File: src/rtl/tone_sched_pkg.sv
// Shared types and defaults for the tone scheduler.
package tone_sched_pkg;

    typedef enum logic [1:0] {
        IDLE,
        PLAY,
        GAP
    } tone_state_t;

    localparam int unsigned DIV_W_DEFAULT = 32;

endpackage

File: src/rtl/tone_scheduler_rr_arbiter.sv
// Combinational round-robin pick; the search starts one past the previous winner.
module rr_arbiter #(
    parameter int unsigned NUM_REQ = 4,
    parameter int unsigned IDX_W   = (NUM_REQ > 1) ? $clog2(NUM_REQ) : 1
) (
    input  logic [NUM_REQ-1:0] req,
    input  logic [IDX_W-1:0]   last,
    output logic [NUM_REQ-1:0] pick,
    output logic [IDX_W-1:0]   pick_idx,
    output logic               any
);

    logic [IDX_W-1:0] cand;

    always_comb begin
        pick     = '0;
        pick_idx = '0;
        any      = 1'b0;
        cand     = '0;
        for (int unsigned i = 1; i <= NUM_REQ; i++) begin
            cand = IDX_W'((32'(last) + i) % NUM_REQ);
            if (!any && req[cand]) begin
                any        = 1'b1;
                pick[cand] = 1'b1;
                pick_idx   = cand;
            end
        end
    end

endmodule

File: src/rtl/tone_scheduler.sv
// Time-shares one frequency divider between tone requesters: round-robin grant,
// timed play window, then a fixed silent gap before the next grant.
module tone_scheduler
    import tone_sched_pkg::*;
#(
    parameter int unsigned NUM_REQ    = 4,
    parameter int unsigned DIV_W      = DIV_W_DEFAULT,
    parameter int unsigned DUR_W      = 32,
    parameter int unsigned GAP_CYCLES = 16
) (
    input  logic                     clk,
    input  logic                     reset,
    input  logic [NUM_REQ-1:0]       req,
    input  logic [NUM_REQ*DIV_W-1:0] req_divisor,
    input  logic [NUM_REQ*DUR_W-1:0] req_duration,
    output logic [NUM_REQ-1:0]       grant,
    output logic [NUM_REQ-1:0]       done,
    output logic [DIV_W-1:0]         divisor,
    output logic                     tone_en,
    output logic                     busy
);

    localparam int unsigned       IDX_W   = (NUM_REQ > 1) ? $clog2(NUM_REQ) : 1;
    localparam logic [DUR_W-1:0]  GAP_LEN = DUR_W'(GAP_CYCLES);
    localparam logic [DUR_W-1:0]  ONE     = DUR_W'(1);

    tone_state_t          state_q, state_d;
    logic [IDX_W-1:0]     last_q, last_d;
    logic [NUM_REQ-1:0]   grant_q, grant_d;
    logic [NUM_REQ-1:0]   done_q, done_d;
    logic [DIV_W-1:0]     div_q, div_d;
    logic [DUR_W-1:0]     dur_q, dur_d;
    logic [DUR_W-1:0]     cnt_q, cnt_d;

    logic [NUM_REQ-1:0]   pick;
    logic [IDX_W-1:0]     pick_idx;
    logic                 any;
    logic [DIV_W-1:0]     sel_div;
    logic [DUR_W-1:0]     sel_dur;

    rr_arbiter #(
        .NUM_REQ (NUM_REQ),
        .IDX_W   (IDX_W)
    ) u_arb (
        .req      (req),
        .last     (last_q),
        .pick     (pick),
        .pick_idx (pick_idx),
        .any      (any)
    );

    always_comb begin
        sel_div = req_divisor[32'(pick_idx) * DIV_W +: DIV_W];
        sel_dur = req_duration[32'(pick_idx) * DUR_W +: DUR_W];
    end

    // The owner of an active grant is always the last winner, so last_q doubles as owner.
    always_comb begin
        state_d = state_q;
        last_d  = last_q;
        grant_d = grant_q;
        done_d  = '0;
        div_d   = div_q;
        dur_d   = dur_q;
        cnt_d   = cnt_q;
        case (state_q)
            IDLE: begin
                if (any) begin
                    grant_d = pick;
                    div_d   = sel_div;
                    dur_d   = (sel_dur == '0) ? ONE : sel_dur;
                    cnt_d   = ONE;
                    last_d  = pick_idx;
                    state_d = PLAY;
                end
            end
            PLAY: begin
                if (!req[last_q] || cnt_q == dur_q) begin
                    grant_d = '0;
                    cnt_d   = ONE;
                    if (req[last_q]) begin
                        done_d[last_q] = 1'b1;
                    end
                    state_d = (GAP_CYCLES == 0) ? IDLE : GAP;
                end else begin
                    cnt_d = cnt_q + ONE;
                end
            end
            GAP: begin
                if (cnt_q == GAP_LEN) begin
                    state_d = IDLE;
                end else begin
                    cnt_d = cnt_q + ONE;
                end
            end
            default: state_d = IDLE;
        endcase
    end

    always_ff @(posedge clk or negedge reset) begin
        if (!reset) begin
            state_q <= IDLE;
            last_q  <= IDX_W'(NUM_REQ - 1);
            grant_q <= '0;
            done_q  <= '0;
            div_q   <= '0;
            dur_q   <= '0;
            cnt_q   <= '0;
        end else begin
            state_q <= state_d;
            last_q  <= last_d;
            grant_q <= grant_d;
            done_q  <= done_d;
            div_q   <= div_d;
            dur_q   <= dur_d;
            cnt_q   <= cnt_d;
        end
    end

    assign grant   = grant_q;
    assign done    = done_q;
    assign divisor = div_q;
    assign tone_en = (state_q == PLAY);
    assign busy    = (state_q != IDLE);

endmodule

File: config.mk
export PLATFORM = sky130hd
export DESIGN_NAME = tone_scheduler
export DESIGN_NICKNAME = d
export VERILOG_FILES = /design/src/rtl/tone_sched_pkg.sv /design/src/rtl/tone_scheduler_rr_arbiter.sv /design/src/rtl/tone_scheduler.sv
export SDC_FILE = /design/constraint.sdc
export NUM_CORES = 1
export LEC_CHECK = 0
export CAP_MARGIN = 5
export CORE_ASPECT_RATIO = 0.5
export CORE_MARGIN = 2
export CORE_UTILIZATION = 45
export CTS_CLUSTER_DIAMETER = 30
export DETAILED_ROUTE_END_ITERATION = 16
export PLACE_DENSITY = 0.91
export REMOVE_ABC_BUFFERS = 1
export SYNTH_ARGS = -nofsm -noshare
export SYNTH_HDL_FRONTEND = slang
export SYNTH_SLANG_ARGS = --single-unit
File: constraint.sdc
create_clock -name clk -period 3.6 [get_ports clk]
set_input_delay 0.72 -clock clk [delete_from_list [all_inputs] [get_ports clk]]
set_output_delay 0.72 -clock clk [all_outputs]
set_load 0.01 [all_outputs]
Word level (Yosys, flattened, before mapping)

Cells that the tools add are included.

Logic and storage cells: 104
Output and inout port bits: 42
Register bits: 108
Input port bits: 262

Add/subtract/negate cells: 5
Shift operators: 2
Eq/ne operators: 8
Bitwise logic cells: 3
Reductions and logical operators: 22
Order comparisons: 10
Mux-type cells: 47

Operators by type and width:

| kind                    | number |
|---|---|
| $shiftx A128 B8 Y32     | 2 |
| $mux W32                | 4 |
| $pmux W32 S3            | 1 |
| $mux W4                 | 9 |
| $add A32 B1 Y32 const B | 1 |
| $eq A32 B32 Y1          | 1 |
| $eq A32 B5 Y1 const B   | 1 |
| $logic_not A32 Y1       | 1 |
| $lt A2 B3 Y1 const B    | 5 |
| $mux W1                 | 14 |
| $mux W2                 | 7 |
| $or A4 B4 Y4            | 3 |
| $bmux W1 S2             | 5 |
| $demux W1 S2            | 5 |
| $ge A2 B1 Y1 const B    | 5 |
| $reduce_and A3 Y1       | 3 |
| $logic_and A1 B1 Y1     | 8 |
| $pmux W4 S2             | 1 |
| $ne A2 B2 Y1 const B    | 3 |
| $pmux W2 S3             | 1 |
| $add A2 B1 Y2 const B   | 2 |
| $add A2 B2 Y2 const B   | 2 |
| $logic_not A1 Y1        | 4 |
| $reduce_bool A2 Y1      | 2 |
| 7 further kinds         | 7 |

Depth between registers and ports, before layout

Gate-level depths: netlist of the first run.

Depth in word-level cells: 16
Depth in mapped cells: 14
Gate-level depth less buffers: 9

Modules after synthesis

From an unflattened synthesis of the first run, not the netlist that was laid out.

Cells, all modules: 750
Area total of the unflattened synthesis: 7463.4 µm²

By module, submodules not included:

| module         | sequential area each (µm²) | instances | cells each | area each (µm²) |
|---|---|---|---|---|
| tone_scheduler | 2705.1                     | 1         | 682        | 6937.9 |
| rr_arbiter     | 0.0                        | 1         | 68         | 525.5 |

Worst setup path after synthesis of the first run

No wires, ideal clock.

Path kind: register to register
Start point: reg last_q[0]
End point: reg div_q[5] (netlist: divisor[5])
Buffers on the path: 5
Data required time: 3.454 ns
Arrival: 3.189 ns
Setup slack: 0.265 ns
Period minus slack after synthesis: 3.335 ns
Stages on the path, launching flop included: 12
Cells stage by stage: dfstp_2 buf_4 clkbuf_1 inv_1 ha_1 mux4_2 nor4_2 nand2b_1 buf_2 buf_2 clkbuf_1 o31ai_1

Longest elaborated chain between the ends: 14
Elaborated cells on any way between the ends: 28

RTL lines:

| element                                                         | line                            | source |
|---|---|---|
| from (decl)                                                     | tone_scheduler.sv:28            | `logic [IDX_W-1:0] last_q, last_d;` |
| from (signal assigned)                                          | tone_scheduler.sv:103           | `last_q <= IDX_W'(NUM_REQ - 1);` |
| from (signal assigned)                                          | tone_scheduler.sv:111           | `last_q <= last_d;` |
| $add A2 B1 Y2                                                   | tone_scheduler_rr_arbiter.sv:21 | `cand = IDX_W'((32'(last) + i) % NUM_REQ);` |
| $bmux W1 S2                                                     | tone_scheduler_rr_arbiter.sv:22 | `if (!any && req[cand]) begin` |
| $mux W1 (not written as such)                                   | tone_scheduler_rr_arbiter.sv:22 |  |
| $mux W1                                                         | tone_scheduler_rr_arbiter.sv:22 |  |
| $logic_not A1 Y1                                                | tone_scheduler_rr_arbiter.sv:22 |  |
| $logic_and A1 B1 Y1                                             | tone_scheduler_rr_arbiter.sv:22 |  |
| $mux W1                                                         | tone_scheduler_rr_arbiter.sv:22 |  |
| $logic_not A1 Y1                                                | tone_scheduler_rr_arbiter.sv:22 |  |
| $logic_and A1 B1 Y1                                             | tone_scheduler_rr_arbiter.sv:22 |  |
| $mux W1                                                         | tone_scheduler_rr_arbiter.sv:22 |  |
| $logic_not A1 Y1                                                | tone_scheduler_rr_arbiter.sv:22 |  |
| $logic_and A1 B1 Y1                                             | tone_scheduler_rr_arbiter.sv:22 |  |
| $mux W2 / $mux W1 (equally long branches)                       | tone_scheduler_rr_arbiter.sv:22 |  |
| $shiftx A128 B8 Y32 / $reduce_and A2 Y1 (equally long branches) | -                               |  |
| to (signal assigned)                                            | tone_scheduler.sv:114           | `div_q <= div_d;` |
| to (decl)                                                       | tone_scheduler.sv:31            | `logic [DIV_W-1:0] div_q, div_d;` |

Several ways; a longest one is shown, not always the timed one. The select of a mux whose other input is x is not followed.
A chain may end at the register's enable or synchronous reset.

Worst setup path after layout of the first run

Start point: reg last_q[1]
End point: reg div_q[22] (netlist: divisor[22])

Same word-level chain as after synthesis.

==> impl_metrics.tcl, run 1 <==
set metrics [dict create \
    synth_top_area_share_pct 33.6 \
    yosysSeqAreaShare_pct 34.3 \
    clk_pin_slew_ns 0.08 \
    ys.flop_type "dfrtp_1" \
    slew-limit-headroom_pct 48.3 \
    antenna_cells 0 \
    synth_fa_ha_area_share_pct 1.75 \
    fmax_mhz 299 \
    slew_viol_final 0 \
    numClockSinks 108 \
    synth_edf_count 0 \
    clkLatencyLatePin_ns 0.37 \
    finalHoldViolations 0 \
    place.gp.congestion 0.992 \
    grt_pass1_vias 8553 \
    dr_wl_met3_um 2010 \
    cp_max_fo 86 \
    period_share_pct 93.0 \
    postSynthAreaPerCell_um2 8.21 \
    drv_cap 0 \
    crit_chain "inv_1 > ha_1 > mux4_2 > nor2b_4 > o22a_1 > and3_1 > nor4_4 > buf_12 > a211oi_1 > o31ai_1" \
    synthMuxAreaShare_pct 3.05 \
    slowest_delay_ns 0.65 \
    synth_top_family_by_area "simple AND/OR/NAND/NOR gates" \
    finClkSkew_ns 0.0135 \
    worstReg2RegEnd "divisor[22]$_DFFE_PN0P_" \
    core_area_mm2 0.0173 \
    highest_layer "met4" \
    r2r_cells 10 \
    synth.distinct_cells 50 \
    synth_compound_area_share_pct 17.8 \
    viasPerCell 5.79 \
    antenna_found_initial 0 \
    cp.arrival_ns 3.61 \
    vdd_ir_drop_max_mv 0.604 \
    async_flop_share_pct 100 \
    synthXorXnorAreaFrac_pct 5.78 \
    p_switching_mw 4.68 \
    setup_slack_ns 0.251 \
    startpoint_type "flop" \
    ys_ff_latch 108 \
    cp.required_ns 3.86 \
    swShare_pct 46.9 \
    utilization_pct 66.9 \
    yosys.area_share.simple_pct 32.0 \
    ios 304 \
    hpwl_um 22000 \
    grt_start_max_net_pins 87 \
    dr_wl_met2_um 14000 \
    die_h_um 97.6 \
    cp_slowest_cell "dfstp_2" \
    worstMarginPinSlew_ns 0.776 \
    hold_buffers 0 \
    path_buf_inv 2 \
    whs_ns 0.408 \
    comb_power_share_pct 68.9 \
    wl_met1_um 11300 \
    drt-initial-drc-count 700 \
    clockRootBuffer "clkbuf_16" \
    synth_top_area_cell "dfrtp_1" \
    nFillCells 1339 \
    syn_to_final_growth_pct 46.4 \
    status "finished, final reports clean" \
    p_seq_share_pct 20.5 \
    htree_levels 3 \
    die_w_um 191 \
    grt_usage_pct 30.1 \
    preCtsSetupSlack_ns -0.0340 \
    syn_area_mm2 0.00789 \
    critical_path_class "reg -> reg" \
    ys_top_cells_by_count "206 x nand2_1, 106 x dfrtp_1, 75 x and2_1, 69 x and3_1, 64 x a211oi_1" \
    start_util_pct 45.7 \
    power_density_mw_per_mm2 864 \
    dr.pass1.iters 5 \
    setup_viol 0 \
    critPathTopFamily "simple AND/OR/NAND/NOR gates" \
    grt_pass1_wl_um 44100 \
    cts_buffers 9 \
    r2r_slack_ns 0.25 \
    routed_wl_um 28000 \
    cts_tree "built" \
    intPower_mw 5.30 \
    cts_buffer_depth 2 \
    period_minus_slack_ns 3.35 \
    place.port_buffers 303 \
    drcViolationCount 0 \
    ys_warn_count 0 \
    critPathCaptureType "flop" \
    power.clock.fraction_pct 10.6 \
    reg2reg_from "last_q[1]$_DFFE_PN1P_" \
    drive_gt1_share_pct 7.26 \
    post_cts_buffers 0 \
    total_power_mw 9.98 \
    synth_cells 961 \
    synth_area_leaders "dfrtp_1 34%, nand2_1 9.8%, a211oi_1 6.1%" \
    dieArea_mm2 0.0187 \
    rsz0062_at_grt "false" \
    gr-total-overflow 0 \
    num-nets-final 1507 \
    hold_path_class "in -> async" \
    ant_nets 0 \
    rows 34 \
    yosysMostFrequentCell "nand2_1" \
    leakage_nw 4.86 \
    wl_per_cell_um 19.0 \
    vias 8529 \
]
## through the flow
stage / TNS [ns] / std cells / area [um^2]
2_1_floorplan: -159.32 / 890 / 7540
3_3_place_gp: 0 / 1456 / 11200
3_5_place_dp: -0.0340 / 1456 / 11200
4_1_cts: 0 / 1472 / 11500
5_1_grt: 0 / 1473 / 11500
6_report: 0 / 1473 / 11500
## state kept, by name, indices dropped and copies added, names as in the netlist
name and cells:
dur_q 32, last_q 2, grant 4, cnt_q 32
done 4, divisor 32, state_q 2
## layout by cell type (no fill, tap or decap), drive strengths merged, types with 3 or more instances in the layout
cell type      synthesis  final
a211oi                64     64
a21oi                 14     14
a221oi                 4      4
a22oi                  4      4
and2                  75     75
and3                  69     69
and4                   3      3
buf                   41     31
clkbuf                30      9
clkdlybuf4s50          0    302
dfrtp                106    106
ha                    11     11
inv                   20     24
mux2                   8      8
mux2i                  6      6
mux4                   4      4
nand2                206    206
nand2b                 3      3
nand3                 15     15
nand4                 22     22
nor2                  39     39
nor2b                  3      3
nor3                   9      9
nor4                  49     49
o21ai                 10     10
o22ai                  9      9
o31ai                 63     63
xnor2                  3      3
xor2                  49     49
## area by class of cell
class                           instances  area [um^2]  share of cell area (%)
Sequential cell                       108         2710                    23.4
Inverter                               20         75.1                   0.650
Tap cell                              234          293                    2.54
Timing Repair Buffer                  333         3370                    29.2
Clock buffer                            9          225                    1.95
Multi-Input combinational cell        762         4800                    41.5
Clock inverter                          7         81.3                   0.704
## worst max-delay path by stage
stage                                     start  cells past startpoint  slack, ns                       to
after floorplan           last_q[0]$_DFFE_PN1P_                      9      -2.69     dur_q[0]$_DFFE_PN0P_
after global placement                   req[3]                      9       0.08    dur_q[24]$_DFFE_PN0P_
after detailed placement                 req[3]                      8      -0.03    cnt_q[31]$_DFFE_PN0P_
after CTS                 last_q[1]$_DFFE_PN1P_                      9       0.26    cnt_q[31]$_DFFE_PN0P_
after global routing      last_q[1]$_DFFE_PN1P_                     10       0.07  divisor[12]$_DFFE_PN0P_
final                     last_q[1]$_DFFE_PN1P_                     10       0.25  divisor[22]$_DFFE_PN0P_
## metal layers
layer  vias to the layer above  global-route usage (%)
met3                        66                    5.60
li1                       3987                       -
met4                         0                    9.17
met1                      4089                    38.1
met2                       387                    52.1
met5                         -                       0
## timing repair
item / CTS / global route
resized for setup: 0 / 1
setup endpoints to repair: 0 / 3
hold endpoints to repair: 0 / 0
## power by group through the flow
stage / registers (mW) / clock network, mW / logic (mW)
6_report: 2.04 / 1.06 / 6.88
4_1_cts: 2.03 / 1.08 / 6.82
3_5_place_dp: 2.05 / 0 / 6.80
2_1_floorplan: 2.04 / 0 / 4.04
3_3_place_gp: 2.03 / 0 / 6.56
5_1_grt: 2.08 / 1.11 / 7.53
## logic make-up (layout without fill, tap and decap cells)
kind of cell    after synthesis  in the layout
flops                       108            108
simple gates                500            500
mux                          18             18
fa+ha+maj                    11             11
xor+xnor                     52             52
buf+inv                      91            369
compound gates              181            181
(Power assumes the default switching activity.)
==> inputs of run 2 (changes only) <==
Settings changed: CELL_PAD_IN_SITES_DETAIL_PLACEMENT from default to 1, CELL_PAD_IN_SITES_GLOBAL_PLACEMENT from default to 2, CORE_UTILIZATION 45 to 25.
==> run 2 against run 1 <==
Net effect: design area up 1.9%; via count down 0.86%; largest cell class unchanged; sequential cell count unchanged; sequential share of layout area down 0.44 points; total power up 2.3%; critical path depth unchanged; die area up 77%; final cell count up 13%; global-route usage down 8.8 points; fmax down 1.6%; utilization down 29 points; clock-buffer cell count up 1.
==> impl_metrics.tcl, run 2 (synthesis results as in run 1) <==
set metrics [dict create \
    p_switching_mw 4.95 \
    drt-initial-drc-count 561 \
    status "finished, final reports clean" \
    ios 304 \
    slew_viol_final 0 \
    swShare_pct 48.4 \
    cp_max_fo 88 \
    clk_pin_slew_ns 0.08 \
    cp.required_ns 3.89 \
    slowest_delay_ns 0.64 \
    rows 45 \
    p_seq_share_pct 19.9 \
    final_cells 1659 \
    worstMarginPinSlew_ns 1.13 \
    hpwl_um 27500 \
    place.port_buffers 303 \
    hold_path_class "in -> async" \
    antenna_cells 0 \
    setup_viol 0 \
    rsz0062_at_grt "false" \
    core_area_mm2 0.0307 \
    finalHoldViolations 0 \
    place.gp.congestion 0.956 \
    routed_wl_um 34900 \
    die_w_um 255 \
    fin_area_mm2 0.0118 \
    syn_to_final_growth_pct 49.2 \
    critPathCaptureType "flop" \
    clkLatencyLatePin_ns 0.39 \
    critical_path_class "reg -> reg" \
    num-nets-final 1504 \
    vias 8456 \
    r2r_cells 10 \
    die_h_um 130 \
    critPathTopFamily "simple AND/OR/NAND/NOR gates" \
    slew-limit-headroom_pct 23.8 \
    startpoint_type "flop" \
    reg2reg_from "last_q[0]$_DFFE_PN1P_" \
    dp_cells 1643 \
    start_util_pct 25.7 \
    htree_levels 3 \
    dieArea_mm2 0.0331 \
    grt_start_max_net_pins 89 \
    wl_per_cell_um 21.0 \
    power_density_mw_per_mm2 867 \
    vdd_ir_drop_max_mv 0.677 \
    intPower_mw 5.26 \
    cts_tree "built" \
    grt_pass1_wl_um 53200 \
    gr-total-overflow 0 \
    total_power_mw 10.2 \
    period_share_pct 94.6 \
    clockRootBuffer "clkbuf_16" \
    dpl_cell_area_mm2 0.0115 \
    comb_power_share_pct 69.6 \
    cts_buffer_depth 2 \
    cts_buffers 9 \
    path_buf_inv 2 \
    fmax_mhz 294 \
    cp_slowest_cell "dfstp_2" \
    power.clock.fraction_pct 10.4 \
    final_cell_mix "302 x clkdlybuf4s50_1, 206 x nand2_1, 106 x dfrtp_1" \
    drcViolationCount 0 \
    whs_ns 0.350 \
    worstReg2RegEnd "divisor[22]$_DFFE_PN0P_" \
    viasPerCell 5.10 \
    crit_chain "inv_1 > ha_1 > mux4_2 > nor2b_4 > o22a_1 > and3_1 > nor4_4 > buf_12 > a211oi_1 > o31ai_1" \
    finClkSkew_ns 0.00724 \
    drive_gt1_share_pct 7.04 \
    antenna_found_initial 0 \
    cp.arrival_ns 3.69 \
    r2r_slack_ns 0.19 \
    grt_pass1_vias 8856 \
    period_minus_slack_ns 3.41 \
    numClockSinks 108 \
    grt_usage_pct 21.3 \
    utilization_pct 38.4 \
    leakage_nw 4.85 \
    final_common_cell "clkdlybuf4s50_1" \
    ant_nets 0 \
    dr.pass1.iters 5 \
    drv_cap 0 \
]
[run 2: changes by cell type in the layout (fill, tap and decap cells not counted)]
| cell | delta |
|---|---|
| a211oi_1 | -1 |
| a211oi_2 | +1 |
| buf_12 | +2 |
| buf_4 | -4 |
| buf_6 | -1 |
| bufinv_16 | -1 |
| clkbuf_8 | +1 |
| clkinv_4 | -1 |
| clkinvlp_4 | +1 |
| inv_6 | -2 |
| inv_8 | +2 |
| nor4_1 | +1 |
| nor4_2 | -1 |
[run 2: power groups by stage]
| stage | registers [mW] | clock network, mW | logic, mW |
|---|---|---|---|
| floorplan | 2.04 | 0 | 4.04 |
| global placement | 2.05 | 0 | 6.85 |
| detailed placement | 2.06 | 0 | 7.09 |
| CTS | 2.04 | 1.11 | 7.13 |
| global route | 2.09 | 1.16 | 7.83 |
| finish | 2.04 | 1.06 | 7.11 |
[run 2: stage by stage]
stage               setup TNS, ns  setup WS [ns]
floorplan                 -159.32          -2.69
global placement          -0.0108        -0.0108
detailed placement         -0.159         -0.117
CTS                             0          0.139
global route                    0        0.00551
finish                          0          0.195
[run 2: worst max-delay path by stage]
stage,from,end,slack [ns],depth (start not counted)
floorplan,last_q[0]$_DFFE_PN1P_,dur_q[0]$_DFFE_PN0P_,-2.69,9
global placement,req[2],divisor[24]$_DFFE_PN0P_,-0.01,9
detailed placement,req[2],divisor[24]$_DFFE_PN0P_,-0.12,9
CTS,last_q[0]$_DFFE_PN1P_,divisor[24]$_DFFE_PN0P_,0.14,10
global route,last_q[0]$_DFFE_PN1P_,divisor[5]$_DFFE_PN0P_,0.006,10
finish,last_q[0]$_DFFE_PN1P_,divisor[22]$_DFFE_PN0P_,0.19,10
[run 2: layout make-up]
cell class / instances / area, um^2
Clock buffer: 10 / 239
Clock inverter: 6 / 55.1
Fill cell: 3564 / 18900
Inverter: 20 / 75.1
Multi-Input combinational cell: 762 / 4790
Sequential cell: 108 / 2710
Tap cell: 423 / 529
Timing Repair Buffer: 330 / 3370
[run 2: repair_timing]
action	in CTS	in global routing
hold endpoints to repair	0	0
endpoints found under the setup margin	0	1
resized for setup	0	1
hold buffers	0	0
buffers inserted	0	0
[run 2: metal layers]
metal  wire, um  global-route usage, %  vias to the layer above
li1           -                      -                     3975
met1      15300                   26.7                     4266
met2      17500                   37.0                      157
met3       1030                   3.48                       58
met4       1090                   7.88                        0
met5          0                      0                        -
==> inputs of run 3 (changes only) <==
Settings changed: REMOVE_ABC_BUFFERS 1 to default.
==> run 3 against run 2 <==
Net effect: critical path depth is 1 higher; non-clock buffer count up 9; combinational power is 2% higher; clock-buffer cell count is 1 lower; die area stayed put; largest power group unchanged; utilization is 0.29 points higher; clock skew up 0.0038 ns; sequential power about the same; critical path type unchanged; global-route usage about the same; clock power increased by 6%; total power rose by 1.6%; largest cell class unchanged; sequential share of layout area down 0.17 points.
==> impl_metrics.tcl, run 3 (synthesis results as in run 1) <==
set metrics [dict create \
    status "finished, final reports clean" \
    core_area_mm2 0.0307 \
    cts_buffer_depth 2 \
    grt_pass1_vias 8933 \
    drt-initial-drc-count 529 \
    finClkSkew_ns 0.0110 \
    final_cell_mix "302 x clkdlybuf4s50_1, 206 x nand2_1, 106 x dfrtp_1" \
    finalHoldViolations 0 \
    viasPerCell 5.06 \
    clockRootBuffer "clkbuf_16" \
    preCtsSetupSlack_ns -0.0150 \
    cp_slowest_cell "dfstp_2" \
    num-nets-final 1513 \
    grt_pass1_wl_um 52900 \
    period_share_pct 90.4 \
    setup_slack_ns 0.345 \
    hpwl_um 27800 \
    crit_path_start "last_q[0]$_DFFE_PN1P_" \
    fmax_mhz 307 \
    dr.pass1.iters 4 \
    grt_start_max_net_pins 71 \
    final_cells 1668 \
    nFillCells 3597 \
    routed_wl_um 34800 \
    rsz0062_at_grt "false" \
    clkLatencyLatePin_ns 0.39 \
    cp.required_ns 3.89 \
    htree_levels 3 \
    seqCellArea_mm2 0.00271 \
    cp.arrival_ns 3.55 \
    clk_pin_slew_ns 0.08 \
    multi_input_area_mm2 0.00480 \
    dr_wl_met3_um 909 \
    reg2reg_from "last_q[0]$_DFFE_PN1P_" \
    numClockSinks 108 \
    syn-num-nets 1234 \
    start_util_pct 25.7 \
    worstReg2RegEnd "divisor[14]$_DFFE_PN0P_" \
    slowest_delay_ns 0.54 \
    drcViolationCount 0 \
    antenna_found_initial 0 \
    die_h_um 130 \
    highest_layer "met4" \
    slew-limit-headroom_pct 52.3 \
    post_cts_buffers 0 \
    hold_buffers 0 \
    utilization_pct 38.6 \
    vdd_ir_drop_max_mv 0.638 \
    grt_usage_pct 21.3 \
    rows 45 \
    gr-total-overflow 0 \
    antenna_cells 0 \
    vias 8435 \
    cp_max_fo 45 \
    setup_viol 0 \
    hold_path_class "in -> async" \
    critical_path_class "reg -> reg" \
    dp_cells 1652 \
    place.port_buffers 303 \
    place.gp.congestion 0.943 \
    dieArea_mm2 0.0331 \
    ant_nets 0 \
    wl_per_cell_um 20.9 \
    cts_tree "built" \
    startpoint_type "flop" \
    wl_met1_um 14800 \
    worstMarginPinSlew_ns 0.709 \
    leakage_nw 4.90 \
    die_w_um 255 \
    r2r_slack_ns 0.35 \
    drv_cap 0 \
    slew_viol_final 0 \
    dr_wl_met2_um 18100 \
    critPathCaptureType "flop" \
    period_minus_slack_ns 3.25 \
    final_common_cell "clkdlybuf4s50_1" \
    r2r_cells 11 \
    syn_to_final_growth_pct 50.4 \
    crit_chain "inv_1 > ha_1 > mux4_2 > nor2b_4 > o22a_1 > and3_1 > nor4_4 > buf_12 > buf_4 > a211oi_1 > o31ai_1" \
    cts_buffers 9 \
    power_density_mw_per_mm2 875 \
    drive_gt1_share_pct 7.71 \
    ios 304 \
]
-- run 3: changes by cell type in the layout (fill, tap and decap cells not counted) --
cell / previous run / this run
a211oi_1: 63 / 64
clkinv_2: 1 / 0
clkbuf_8: 1 / 0
nor4_1: 47 / 46
clkinvlp_4: 1 / 0
nor4_2: 1 / 2
a211oi_2: 1 / 0
buf_4: 17 / 26
clkinv_4: 0 / 2
bufinv_16: 0 / 1
-- run 3: how the worst max path moves through the flow --
stage                              end  slack (ns)  cells after the start
3_5_place_dp   divisor[22]$_DFFE_PN0P_       -0.01                     10
4_1_cts          cnt_q[29]$_DFFE_PN0P_        0.31                     10
2_1_floorplan   divisor[5]$_DFFE_PN0P_        0.26                     11
3_3_place_gp   divisor[25]$_DFFE_PN0P_        0.07                     10
5_1_grt        divisor[12]$_DFFE_PN0P_        0.14                     11
6_report       divisor[14]$_DFFE_PN0P_        0.35                     11
-- run 3: critical path, delay by kind of cell, from the launching register on --
family          cells  cell delay (ns)
buf+inv             3             0.58
compound gates      3             0.46
simple gates        3             0.75
flops               1             0.54
mux                 1             0.39
fa+ha+maj           1             0.42
-- run 3: timing repair --
item                                    CTS  global route
gates resized for setup                   0             1
endpoints found under the hold margin     0             0
endpoints found under the setup margin    0             1
-- run 3: routing by layer --
metal  up-vias  GRT usage, %
li1       3997             -
met1      4237          25.9
met2       143          38.6
met3        58          3.46
met4         0          7.19
met5         -             0
-- run 3: final cells by class --
cell class | count | area share [%]
multi-input combinational | 762 | 40.4
inverter | 20 | 0.633
sequential | 108 | 22.8
tap | 423 | 4.46
clock inverter | 7 | 0.760
timing repair buffer | 339 | 29.0
clock buffer | 9 | 1.90
-- run 3: power by group --
group | switching [mW] | leakage [nW] | internal [mW] | total (mW)
registers | 0.335 | 1.38 | 1.68 | 2.01
clock network | 0.562 | 0.156 | 0.561 | 1.12
logic | 4.08 | 3.37 | 3.16 | 7.24
total | 4.98 | 4.90 | 5.40 | 10.4
-- run 3: through the flow --
step / power [mW] / area, um^2 / hold slack (ns) / TNS (ns)
2_1_floorplan: 6.69 / 7890 / 0.424 / 0
3_3_place_gp: 9.05 / 11500 / 0.463 / 0
3_5_place_dp: 9.30 / 11500 / 0.467 / -0.0408
4_1_cts: 10.5 / 11900 / 0.394 / 0
5_1_grt: 11.3 / 11900 / 0.410 / 0
6_report: 10.4 / 11900 / 0.370 / 0
